**src/rtl/pc_fetch_ctrl.sv**
```systemverilog
// Program-counter / instruction-fetch sequencer: fetch with timeout, wait on execute,
// commit one PC update per instruction, and park in HALT or ERROR until reset.
module pc_fetch_ctrl #(
  parameter int unsigned TIMEOUT_CYCLES = 16,
  parameter int unsigned CNT_W          = 32
) (
  input  logic             clk,
  input  logic             rst_n,
  input  logic             start,
  input  logic             halt_req,
  input  logic             imem_ready,
  input  logic             exec_done,
  input  logic             take_branch,
  output logic             imem_req,
  output logic             ir_load,
  output logic             pc_en,
  output logic             sel_next_pc_alu_out,
  output logic             busy,
  output logic             halted,
  output logic             error,
  output logic [2:0]       state,
  output logic [CNT_W-1:0] retired_count
);

  localparam int unsigned WaitW = $clog2(TIMEOUT_CYCLES);
  localparam logic [WaitW-1:0] WaitLast = WaitW'(TIMEOUT_CYCLES - 1);

  typedef enum logic [2:0] {
    StIdle   = 3'd0,
    StFetch  = 3'd1,
    StExec   = 3'd2,
    StUpdate = 3'd3,
    StHalt   = 3'd4,
    StError  = 3'd5
  } state_e;

  state_e           state_q, state_d;
  logic [WaitW-1:0] wait_q, wait_d;
  logic             halt_pend_q, halt_pend_d;
  logic             br_q, br_d;
  logic [CNT_W-1:0] cnt_q, cnt_d;

  always_ff @(posedge clk or negedge rst_n) begin
    if (!rst_n) begin
      state_q     <= StIdle;
      wait_q      <= '0;
      halt_pend_q <= 1'b0;
      br_q        <= 1'b0;
      cnt_q       <= '0;
    end else begin
      state_q     <= state_d;
      wait_q      <= wait_d;
      halt_pend_q <= halt_pend_d;
      br_q        <= br_d;
      cnt_q       <= cnt_d;
    end
  end

  always_comb begin
    state_d             = state_q;
    wait_d              = wait_q;
    halt_pend_d         = halt_pend_q;
    br_d                = br_q;
    cnt_d               = cnt_q;
    imem_req            = 1'b0;
    ir_load             = 1'b0;
    pc_en               = 1'b0;
    sel_next_pc_alu_out = 1'b0;
    busy                = 1'b0;
    halted              = 1'b0;
    error               = 1'b0;

    unique case (state_q)
      StIdle: begin
        if (halt_req) begin
          state_d = StHalt;
        end else if (start) begin
          state_d = StFetch;
        end
      end
      StFetch: begin
        imem_req = 1'b1;
        busy     = 1'b1;
        ir_load  = imem_ready;
        if (halt_req) halt_pend_d = 1'b1;
        // A ready on the final wait cycle still wins over the timeout.
        if (imem_ready) begin
          state_d = StExec;
          wait_d  = '0;
        end else if (wait_q == WaitLast) begin
          state_d = StError;
          wait_d  = '0;
        end else begin
          wait_d = wait_q + WaitW'(1);
        end
      end
      StExec: begin
        busy = 1'b1;
        if (halt_req) halt_pend_d = 1'b1;
        if (exec_done) begin
          br_d    = take_branch;
          state_d = StUpdate;
        end
      end
      StUpdate: begin
        busy                = 1'b1;
        pc_en               = 1'b1;
        sel_next_pc_alu_out = br_q;
        cnt_d               = cnt_q + CNT_W'(1);
        if (halt_pend_q || halt_req) begin
          state_d     = StHalt;
          halt_pend_d = 1'b0;
        end else begin
          state_d = StFetch;
        end
      end
      StHalt: begin
        halted = 1'b1;
      end
      StError: begin
        error = 1'b1;
      end
      default: begin
        state_d = StError;
      end
    endcase
  end

  assign state         = state_q;
  assign retired_count = cnt_q;

endmodule

```
**config.mk**
```make
export PLATFORM = sky130hd
export DESIGN_NAME = pc_fetch_ctrl
export DESIGN_NICKNAME = d
export VERILOG_FILES = /design/src/rtl/pc_fetch_ctrl.sv
export SDC_FILE = /design/constraint.sdc
export NUM_CORES = 1
export LEC_CHECK = 0
export ABC_AREA = 1
export CAP_MARGIN = 20
export CORE_ASPECT_RATIO = 1.75
export CORE_MARGIN = 2
export CORE_UTILIZATION = 55
export DETAILED_ROUTE_END_ITERATION = 16
export GPL_ROUTABILITY_DRIVEN = 0
export PLACE_DENSITY = 0.85
export SYNTH_ARGS = -nofsm -noshare
export SYNTH_HDL_FRONTEND = slang
export SYNTH_SLANG_ARGS = --single-unit
```
**constraint.sdc**
```tcl
create_clock -name clk -period 2.15 [get_ports clk]
set_input_delay 0.43 -clock clk [delete_from_list [all_inputs] [get_ports clk]]
set_output_delay 0.43 -clock clk [all_outputs]
set_load 0.03 [all_outputs]
```
Yosys cells after proc, flatten, opt, wreduce, memory -nomap -nowiden
Cells that the tools add are included.
{"block": "totals", "ff_bits": 41, "input_bits": 7, "out_inout_bits": 42, "wordCells": 47}
{"block": "op_classes", "add_sub_neg": 2, "n_eq_ne": 11, "mux": 19, "n_bitwise": 1, "n_reduce_logical": 9}
{"op": "32-bit by 1-bit adder with 32-bit output (second input constant)", "count": 1}
{"op": "3-bit 2-to-1 mux", "count": 6}
{"op": "3-bit case mux with 5 select lines", "count": 1}
{"op": "1-bit 2-to-1 mux", "count": 9}
{"op": "4-bit 2-to-1 mux", "count": 2}
{"op": "3-bit by 2-bit equality test with 1-bit output (second input constant)", "count": 2}
{"op": "3-bit equality test (second input constant)", "count": 2}
{"op": "3-bit != test (second input constant)", "count": 2}
{"op": "4-bit by 1-bit adder with 4-bit output (second input constant)", "count": 1}
{"op": "4-bit equality test (second input constant)", "count": 1}
{"op": "2-bit != test (second input constant)", "count": 2}
{"op": "4-bit AND reduction", "count": 1}
{"op": "2-bit OR reduction", "count": 2}
{"op": "3-bit by 1-bit equality test with 1-bit output (second input constant)", "count": 1}
{"op": "3-bit zero test", "count": 1}
{"op": "3-bit AND reduction", "count": 1}
{"op": "3-bit OR reduction", "count": 1}
{"op": "2-bit by 1-bit != test with 1-bit output (second input constant)", "count": 1}
{"op": "1-bit case mux with 2 select lines", "count": 1}
{"op": "2-bit AND reduction", "count": 1}
{"op": "2-bit nonzero test", "count": 1}
{"op": "1-bit logical OR", "count": 1}
{"op": "1-bit inverter", "count": 1}

Longest topological paths before layout
Gate-level depths: netlist of run 1.
{"block": "depth", "ltp_word": 4, "depth_mapped": 9, "ltp_nobuf": 9}

Worst setup path before layout of run 1
No wires, ideal clock.
{"block": "synth_timing", "path_type": "reg-to-output", "start": "register state_q[0] (netlist: state[0])", "end": "output ir_load", "arrival_ns": 1.376, "required_ns": 1.720, "path_slack_ns": 0.344, "path_stages_with_launch": 4, "path_buffers": 1, "cell_sequence": "dfrtp_1 buf_4 nand3_1 nor2_1"}
{"block": "synth_via", "elab_chain_cells": 2}
{"element": "start, declared", "line_no": "37", "source": "state_e state_q, state_d;"}
{"element": "start signal, assigned", "line_no": "45", "source": "state_q <= StIdle;"}
{"element": "start signal, assigned", "line_no": "51", "source": "state_q <= state_d;"}
{"element": "3-bit by 1-bit equality test with 1-bit output", "line_no": "73", "source": "unique case (state_q)"}
{"element": "1-bit 2-to-1 mux", "line_no": "73"}
{"element": "end, declared", "line_no": "15", "source": "output logic ir_load,"}
Every way passes these cells.

Worst setup path in the final report of run 1
{"block": "layout_timing", "start": "register state_q[1] (netlist: state[1])", "end": "output busy"}
{"block": "layout_via", "elab_chain_cells": 3, "elab_cells_between_ends": 5, "cone_classes": "eq/ne: 3; mux: 1; reduce/logical: 1"}
{"element": "3-bit by 2-bit equality test with 1-bit output or 3-bit by 1-bit equality test with 1-bit output (tied branches)", "line_no": "73"}
{"element": "3-bit OR reduction (no line) *"}
{"element": "1-bit 2-to-1 mux *", "line_no": "73"}
{"element": "end, declared", "line_no": "18", "source": "output logic busy,"}
Mark *: on every way between the ends. The rest lies on a longest branch, timed or not.

==> impl_metrics.tcl, run 1 <==
set metrics [dict create \
    stdcell_area_sq_um 2960 \
    wl_per_cell_microns 12.9 \
    drive_above_1_share_pct 8.26 \
    tightest_slew_ns 0.652 \
    p_int_mw 1.04 \
    min_period_ns 2.07 \
    h-tree-depth 2 \
    final_util_pct 72.0 \
    postCtsSetupRepairBufs 0 \
    cts_tree "built" \
    dpl_worst_slack_ns 0.270 \
    combPwrFrac_pct 3.4 \
    crit_end "busy" \
    p_sw_uw 276 \
    worstPathArrival_ns 1.64 \
    finalSetupViolCount 0 \
    yosys_warnings 0 \
    post-route-period-util_pct 96.4 \
    critical_path.max_fanout 5 \
    core_area_sq_um 4110 \
    crit_type "reg2out" \
    final_cells 412 \
    postSynthCellCount 305 \
    r2r_cells 9 \
    relSlewSlack_pct 56.2 \
    clk_pin_slew_ns 0.07 \
    rsz0062_at_grt "no" \
    grt_pass1_wl_mm 9.09 \
    drt-vias-per-instance 5.26 \
    critPathLaunch "state[1]$_DFFE_PN0P_" \
    pwr_density_cell_nw_per_um2 445 \
    cp.required_ns 1.72 \
    clock_skew_ns 0.00478 \
    yosysSeqAreaShare_pct 44.2 \
    peakVddDrop_v 0.000388 \
    die_w_microns 53.1 \
    cp-start-kind "flip-flop" \
    grt_pass1_vias 2075 \
    power.total_mw 1.32 \
    p_sw_share_pct 20.9 \
    holdBufCountCts 0 \
    placed_cells 405 \
    die_area_sq_um 4780 \
    grt_overflow 0 \
    die_h_microns 89.9 \
    status "complete, no violations" \
    finalMaxSlewViolations 0 \
    n_antenna_cell 0 \
    cts_buffer_depth 2 \
    timing.final.hold_violations 0 \
    clockRootBuffer "clkbuf_8" \
    r2r-start "state[2]$_DFFE_PN0P_" \
    dp_hpwl_mm 4.12 \
    ys_ff_latch 41 \
    syn_nets 314 \
    cts_buffers 5 \
    start_util_pct 56.5 \
    drt-total-wl_mm 5.33 \
    whs_ns 0.152 \
    holdCritPathClass "in2async" \
    cp-end-kind "output port" \
    n_fill_cell 345 \
    drcViolationCount 0 \
    antenna_found_initial 0 \
    grt_max_degree 28 \
    r2r-end "retired_count[17]$_DFFE_PN0N_" \
    initialDrtViolationCount 39 \
    post_dp_cell_area_sq_um 2870 \
    max_freq_mhz 483 \
    worst_slack_ns 0.0777 \
    ios 49 \
    cap_violations 0 \
    ant_nets 0 \
    final_nets 372 \
    seqPwrFrac_pct 58.7 \
    clk-insertion-delay-late_ns 0.29 \
    p_clk_share_pct 37.9 \
    track_usage_pct 25.3 \
    numClockSinks 41 \
    first_pass_iters 5 \
    portBuffers 48 \
    dr_total_vias 2166 \
    p_leak_nw 1.42 \
    regToRegSetupSlack_ns 0.40 \
    ys_types 24 \
    row_count 31 \
    synthesis.area_sq_um 2320 \
    setup_tns_ns 0 \
    synthToLayoutAreaGrowth_pct 27.6 \
    synth.avg_cell_area_sq_um 7.61 \
]
state kept, by name (all words and copies together), names as in the netlist:
| name | flops |
|---|---|
| br_q | 1 |
| state | 3 |
| retired_count | 32 |
| wait_q | 4 |
| halt_pend_q | 1 |
cells in the mapped netlist, drive strengths merged:
master  number  area (sq um)
or2          1          6.26
nor2        52           235
inv         46           175
buf          2          18.8
xnor2       12           105
nor3         8          40.0
o31ai        1          7.51
nand3b       3          22.5
dfrtp       41          1030
a21oi        3          15.0
ha           2          25.0
o21ai        4          20.0
xor2         8          70.1
a22o         1          8.76
nand2       86           328
nand3       26           155
nand4        9          62.6
cells by family (layout without fill, tap and decap cells):
kind of cell | Yosys count | in the layout | synth area share [%]
AND/OR/NAND/NOR | 185 | 185 | 36.6
flip-flops | 41 | 41 | 44.2
AO/OA/AOI/OAI | 9 | 9 | 2.21
adder cells (fa/ha/maj) | 2 | 2 | 1.08
buffers and inverters | 48 | 106 | 8.36
XOR/XNOR | 20 | 20 | 7.55
metal layers:
layer | share of wire, % | routed length, microns | GRT usage, % | vias to the layer above
met5 | 0 | 0 | 0 | -
met4 | 4.0 | 212 | 11.8 | 0
met3 | 3.9 | 208 | 4.82 | 20
met2 | 54 | 2860 | 44.6 | 73
met1 | 38 | 2040 | 27.6 | 1010
li1 | - | - | - | 1063
power groups by stage:
stage / registers (mW) / logic, mW / clock network [mW]
finish: 0.775 / 0.0452 / 0.499
global route: 0.774 / 0.0508 / 0.543
CTS: 0.774 / 0.0464 / 0.513
detailed placement: 0.789 / 0.0478 / 0
global placement: 0.789 / 0.0473 / 0
floorplan: 0.789 / 0.0133 / 0
placed cells by master (no fill, tap or decap), drive strengths merged, types with 8 or more instances in the layout:
cell,n
clkdlybuf4s50,42
dfrtp,41
inv,46
nand2,86
nand3,26
nand4,9
nor2,52
nor3,8
xnor2,12
xor2,8
layout make-up:
class                   instances  area (sq um)  share of cell area (%)
clock buffers                   7          86.3                    2.92
inverters                      46           175                    5.91
multi-input cells             216          1100                    37.2
flip-flops and latches         41          1030                    34.7
well taps                      49          61.3                    2.07
repair buffers                 53           509                    17.2
worst min-delay path by stage:
stage,from,endpoint,slack (ns),cells after the start
floorplan,rst_n,br_q$_DFFE_PN0P_,0.13,0
global placement,rst_n,retired_count[15]$_DFFE_PN0N_,0.47,1
detailed placement,rst_n,retired_count[15]$_DFFE_PN0N_,0.47,1
CTS,rst_n,retired_count[26]$_DFFE_PN0N_,0.16,1
global route,rst_n,retired_count[26]$_DFFE_PN0N_,0.20,1
finish,rst_n,retired_count[15]$_DFFE_PN0N_,0.15,1
worst max-delay path: stages, from the launching register on:
cell,delay [ns]
dfrtp_1,0.47
nor2_1,0.12
nor2_1,0.10
clkdlybuf4s50_1,0.67
what timing repair did:
| item | 4_1_cts | 5_1_grt |
|---|---|---|
| setup endpoints to repair | 6 | 1 |
| gates cloned | 0 | 0 |
| pin swaps | 0 | 0 |
| gates resized for setup | 5 | 1 |
Power figures use the tool's default switching activity.
==> run 2: changes to the inputs <==
==> constraint.sdc (replaced) <==
create_clock -name clk -period 2.15 [get_ports clk]
set_input_delay 0.43 -clock clk [delete_from_list [all_inputs] [get_ports clk]]
set_output_delay 0.43 -clock clk [all_outputs]
set_load 0.02 [all_outputs]
==> run 2 against run 1 <==
  * Setup slack lost 0.021 ns
  * Die area is the same
  * Worst hold slack gained 0.031 ns
  * Sequential share of layout area shrank 0.52 points
  * Register-to-register slack gained 0.05 ns
  * First-iteration DRC count grew 15%
  * Count of clock-buffer cells in the layout shrank 2
  * Cell count grew 0.73%
==> impl_metrics.tcl, run 2 (synthesis gave the netlist of run 1 again) <==
set metrics [dict create \
    final_nets 375 \
    clockRootBuffer "clkbuf_8" \
    cts_buffer_depth 2 \
    track_usage_pct 26.0 \
    p_sw_uw 294 \
    power.total_mw 1.42 \
    placed_cells 408 \
    final_common_cell "nand2_1" \
    dpl_worst_slack_ns 0.0404 \
    worstPathArrival_ns 1.66 \
    die_area_sq_um 4780 \
    drt-vias-per-instance 5.28 \
    path_cells "buf_4 > inv_1 > nor2_1 > clkdlybuf4s50_1" \
    final_cells 415 \
    cp_slowest_cell "clkdlybuf4s50_1" \
    finalMaxSlewViolations 0 \
    cpPeakStageDelay_ns 0.60 \
    stdcell_area_sq_um 3000 \
    clock_skew_ns 0.00904 \
    peakVddDrop_v 0.000669 \
    cp.required_ns 1.72 \
    grt_pass1_vias 2213 \
    portBuffers 48 \
    clk-insertion-delay-late_ns 0.29 \
    p_sw_share_pct 20.7 \
    cp-end-kind "output port" \
    final_util_pct 72.9 \
    post_dp_cell_area_sq_um 2900 \
    cp-start-kind "flip-flop" \
    ant_nets 0 \
    holdBufCountCts 0 \
    initialDrtViolationCount 45 \
    whs_ns 0.183 \
    relSlewSlack_pct 60.3 \
    timing.final.hold_violations 0 \
    grt_max_degree 42 \
    numClockSinks 41 \
    path_buf_inv 3 \
    ios 49 \
    dr_total_vias 2191 \
    p_int_mw 1.13 \
    cts_tree "built" \
    holdCritPathClass "in2async" \
    worst_slack_ns 0.0572 \
    p_leak_nw 1.44 \
    pwr_density_cell_nw_per_um2 474 \
    largest_reg_flops 32 \
    mostFrequentLayoutCells "nand2_1, inv_1, nor2_1, clkdlybuf4s50_1, dfrtp_1" \
    combPwrFrac_pct 3.3 \
    drcViolationCount 0 \
    core_area_sq_um 4110 \
    cap_violations 0 \
    die_h_microns 89.9 \
    p_clk_share_pct 42.3 \
    wl_per_cell_microns 13.3 \
    dp_hpwl_mm 4.05 \
    setup_tns_ns 0 \
    status "complete, no violations" \
    clk_pin_slew_ns 0.08 \
    cts_buffers 5 \
    h-tree-depth 2 \
    first_pass_iters 4 \
    seqPwrFrac_pct 54.4 \
    rsz0062_at_grt "no" \
    grt_pass1_wl_mm 9.36 \
    critPathTopFamily "buffers and inverters" \
    n_antenna_cell 0 \
    max_freq_mhz 478 \
    post-route-period-util_pct 97.3 \
    finalSetupViolCount 0 \
    critical_path.max_fanout 6 \
    antenna_found_initial 0 \
    drt-total-wl_mm 5.51 \
    crit_type "reg2out" \
    row_count 31 \
    grt_overflow 0 \
    n_fill_cell 337 \
    start_util_pct 56.5 \
    tightest_slew_ns 0.591 \
    postCtsSetupRepairBufs 0 \
    die_w_microns 53.1 \
    min_period_ns 2.09 \
    synthToLayoutAreaGrowth_pct 29.2 \
    post_cts_resized 3 \
    drive_above_1_share_pct 8.47 \
]
==> run 2: layer usage <==
metal  share of wire (%)  track usage [%]  vias up
met5                   0                0        -
li1                    -                -     1065
met2                  56             46.5       68
met3                 3.9             5.65       20
met4                 3.4             14.3        0
met1                  37             26.2     1038
==> run 2: layout make-up <==
| type | count | area [sq um] | share of cell area (%) |
|---|---|---|---|
| clock buffers | 5 | 68.8 | 2.29 |
| clock inverters | 2 | 35.0 | 1.17 |
| inverters | 46 | 175 | 5.84 |
| multi-input cells | 216 | 1100 | 36.7 |
| flip-flops and latches | 41 | 1030 | 34.2 |
| well taps | 49 | 61.3 | 2.04 |
| repair buffers | 56 | 532 | 17.7 |
==> run 2: worst paths after layout <==
path,slack (ns),depth (start not counted),endpoint,start
worst max-delay path,0.06,4,error,state[0]$_DFFE_PN0P_
worst min-delay path,0.18,2,retired_count[17]$_DFFE_PN0N_,rst_n
worst max register to register,0.45,9,retired_count[27]$_DFFE_PN0N_,state[2]$_DFFE_PN0P_
worst min register to register,0.49,2,retired_count[31]$_DFFE_PN0N_,retired_count[31]$_DFFE_PN0N_
max in group asynchronous,1.60,2,state[1]$_DFFE_PN0P_,rst_n
min in group clk,0.49,2,retired_count[31]$_DFFE_PN0N_,retired_count[31]$_DFFE_PN0N_
==> run 2: power by group through the flow <==
| stage | clock [mW] | combinational [mW] | sequential (mW) |
|---|---|---|---|
| after floorplan | 0 | 0.0118 | 0.789 |
| after global placement | 0 | 0.0474 | 0.788 |
| after detailed placement | 0 | 0.0480 | 0.788 |
| after CTS | 0.613 | 0.0479 | 0.773 |
| after global routing | 0.643 | 0.0522 | 0.773 |
| final | 0.602 | 0.0469 | 0.773 |
==> run 3: changes to the inputs <==
CTS_CLUSTER_SIZE = 10   (was default)
RECOVER_POWER = 100   (was default)
==> run 3 against run 2 <==
  * Setup slack better by 0.0072 ns
  * Cell area decreased by 1.6%
  * Clock power hardly changed
  * Sequential share of layout area up 0.57 points
  * Die area is the same
  * Worst hold slack improved by 0.19 ns
  * Core utilization down 1.2 points
  * Sequential cell count unchanged
  * Combinational power decreased by 3%
  * Count of clock-buffer cells in the layout stayed put
  * Largest cell class unchanged
==> impl_metrics.tcl, run 3 (synthesis gave the netlist of run 1 again) <==
set metrics [dict create \
    status "complete, no violations" \
    largest_reg_flops 32 \
    post_cts_resized 3 \
    grt_pass1_wl_mm 9.36 \
    ant_nets 0 \
    p_sw_uw 293 \
    start_util_pct 56.5 \
    p_sw_share_pct 20.6 \
    pwr_density_cell_nw_per_um2 481 \
    cts_buffers 5 \
    seqPwrFrac_pct 54.4 \
    holdCritPathClass "in2async" \
    crit_end "error" \
    p_int_mw 1.13 \
    holdBufCountCts 0 \
    ios 49 \
    peakVddDrop_v 0.000670 \
    r2r-end "retired_count[14]$_DFFE_PN0N_" \
    worstPathArrival_ns 1.66 \
    grt_pass1_vias 2213 \
    p_leak_nw 1.54 \
    grtUsageMet2_pct 46.5 \
    n_antenna_cell 0 \
    drt-vias-per-instance 5.27 \
    grt_use_met1_pct 26.2 \
    drive_above_1_share_pct 6.01 \
    drcViolationCount 0 \
    final_common_cell "nand2_1" \
    clock_skew_ns 0.00865 \
    antenna_found_initial 0 \
    min_period_ns 2.09 \
    drt-total-wl_mm 5.46 \
    initialDrtViolationCount 27 \
    r2r_cells 7 \
    grt_max_degree 42 \
    whs_ns 0.376 \
    grt_overflow 0 \
    synthToLayoutAreaGrowth_pct 27.1 \
    cap_violations 0 \
    timing.final.hold_violations 0 \
    setup_tns_ns 0 \
    cts_tree "built" \
    die_w_microns 53.1 \
    tightest_slew_ns 1.01 \
    max_freq_mhz 479 \
    rsz0062_at_grt "no" \
    core_area_sq_um 4110 \
    finalMaxSlewViolations 0 \
    grtUsageMet3_pct 5.65 \
    cts_buffer_depth 2 \
    portBuffers 48 \
    die_area_sq_um 4780 \
    row_count 31 \
    track_usage_pct 26.0 \
    cp-start-kind "flip-flop" \
    final_nets 375 \
    n_fill_cell 348 \
    critPathLaunch "state[0]$_DFFE_PN0P_" \
    combPwrFrac_pct 3.2 \
    regToRegSetupSlack_ns 0.20 \
    die_h_microns 89.9 \
    finalSetupViolCount 0 \
    postCtsSetupRepairBufs 0 \
    numClockSinks 41 \
    critical_path.max_fanout 6 \
    post-route-period-util_pct 97.0 \
    gr-max-usage-layer "met2" \
    dp_hpwl_mm 4.05 \
    h-tree-depth 2 \
    p_clk_share_pct 42.4 \
    relSlewSlack_pct 32.7 \
    clk-insertion-delay-late_ns 0.29 \
    crit_type "reg2out" \
    cp-end-kind "output port" \
    first_pass_iters 4 \
    clk_pin_slew_ns 0.08 \
    wl_per_cell_microns 13.2 \
    clockRootBuffer "clkbuf_8" \
    r2r-start "state[2]$_DFFE_PN0P_" \
    dr_total_vias 2186 \
    cp.required_ns 1.72 \
    mostFrequentLayoutCells "nand2_1, nor2_1, inv_1" \
]
## run 3: power by group through the flow
stage / clock network [mW] / registers (mW) / logic, mW
global placement: 0 / 0.788 / 0.0474
detailed placement: 0 / 0.788 / 0.0480
CTS: 0.613 / 0.773 / 0.0479
finish: 0.602 / 0.773 / 0.0455
global route: 0.643 / 0.773 / 0.0510
floorplan: 0 / 0.789 / 0.0118
## run 3: worst min path at each step
stage	startpoint	to	slack (ns)	cells past startpoint
finish	rst_n	retired_count[17]$_DFFE_PN0N_	0.38	2
global route	rst_n	retired_count[17]$_DFFE_PN0N_	0.45	2
CTS	rst_n	retired_count[17]$_DFFE_PN0N_	0.20	2
detailed placement	retired_count[31]$_DFFE_PN0N_	retired_count[31]$_DFFE_PN0N_	0.48	2
global placement	retired_count[31]$_DFFE_PN0N_	retired_count[31]$_DFFE_PN0N_	0.47	2
floorplan	rst_n	br_q$_DFFE_PN0P_	0.13	0
## run 3: routing by layer
metal	up-vias	share of wire [%]
li1	1068	-
met1	1020	36
met2	75	56
met3	23	4.4
met4	0	3.9
met5	-	0
## run 3: layout make-up
cell class                      instances  area [sq um]  area share [%]
Timing Repair Buffer                   56           518            17.6
Inverter                               46           175            5.94
Tap cell                               49          61.3            2.08
Sequential cell                        41          1030            34.8
Clock inverter                          2          35.0            1.19
Clock buffer                            5          68.8            2.33
Multi-Input combinational cell        216          1070            36.1
## run 3: worst max-delay path: stages (launching register included)
cell	delay (ns)
dfrtp_1	0.46
buf_4	0.18
inv_1	0.04
nor2_1	0.09
clkdlybuf4s50_1	0.60
## run 3: per-stage QoR
step / total power [mW] / cell area [sq um] / setup WS (ns) / cells / util, %
floorplan: 0.800 / 2320 / 0.521 / 305 / -
global placement: 0.836 / 2900 / 0.0538 / 408 / 70.5
detailed placement: 0.836 / 2900 / 0.0404 / 408 / 70.5
CTS: 1.43 / 3000 / 0.0504 / 415 / 72.9
global route: 1.47 / 2950 / 0.00636 / 415 / 71.8
finish: 1.42 / 2950 / 0.0644 / 415 / 71.8
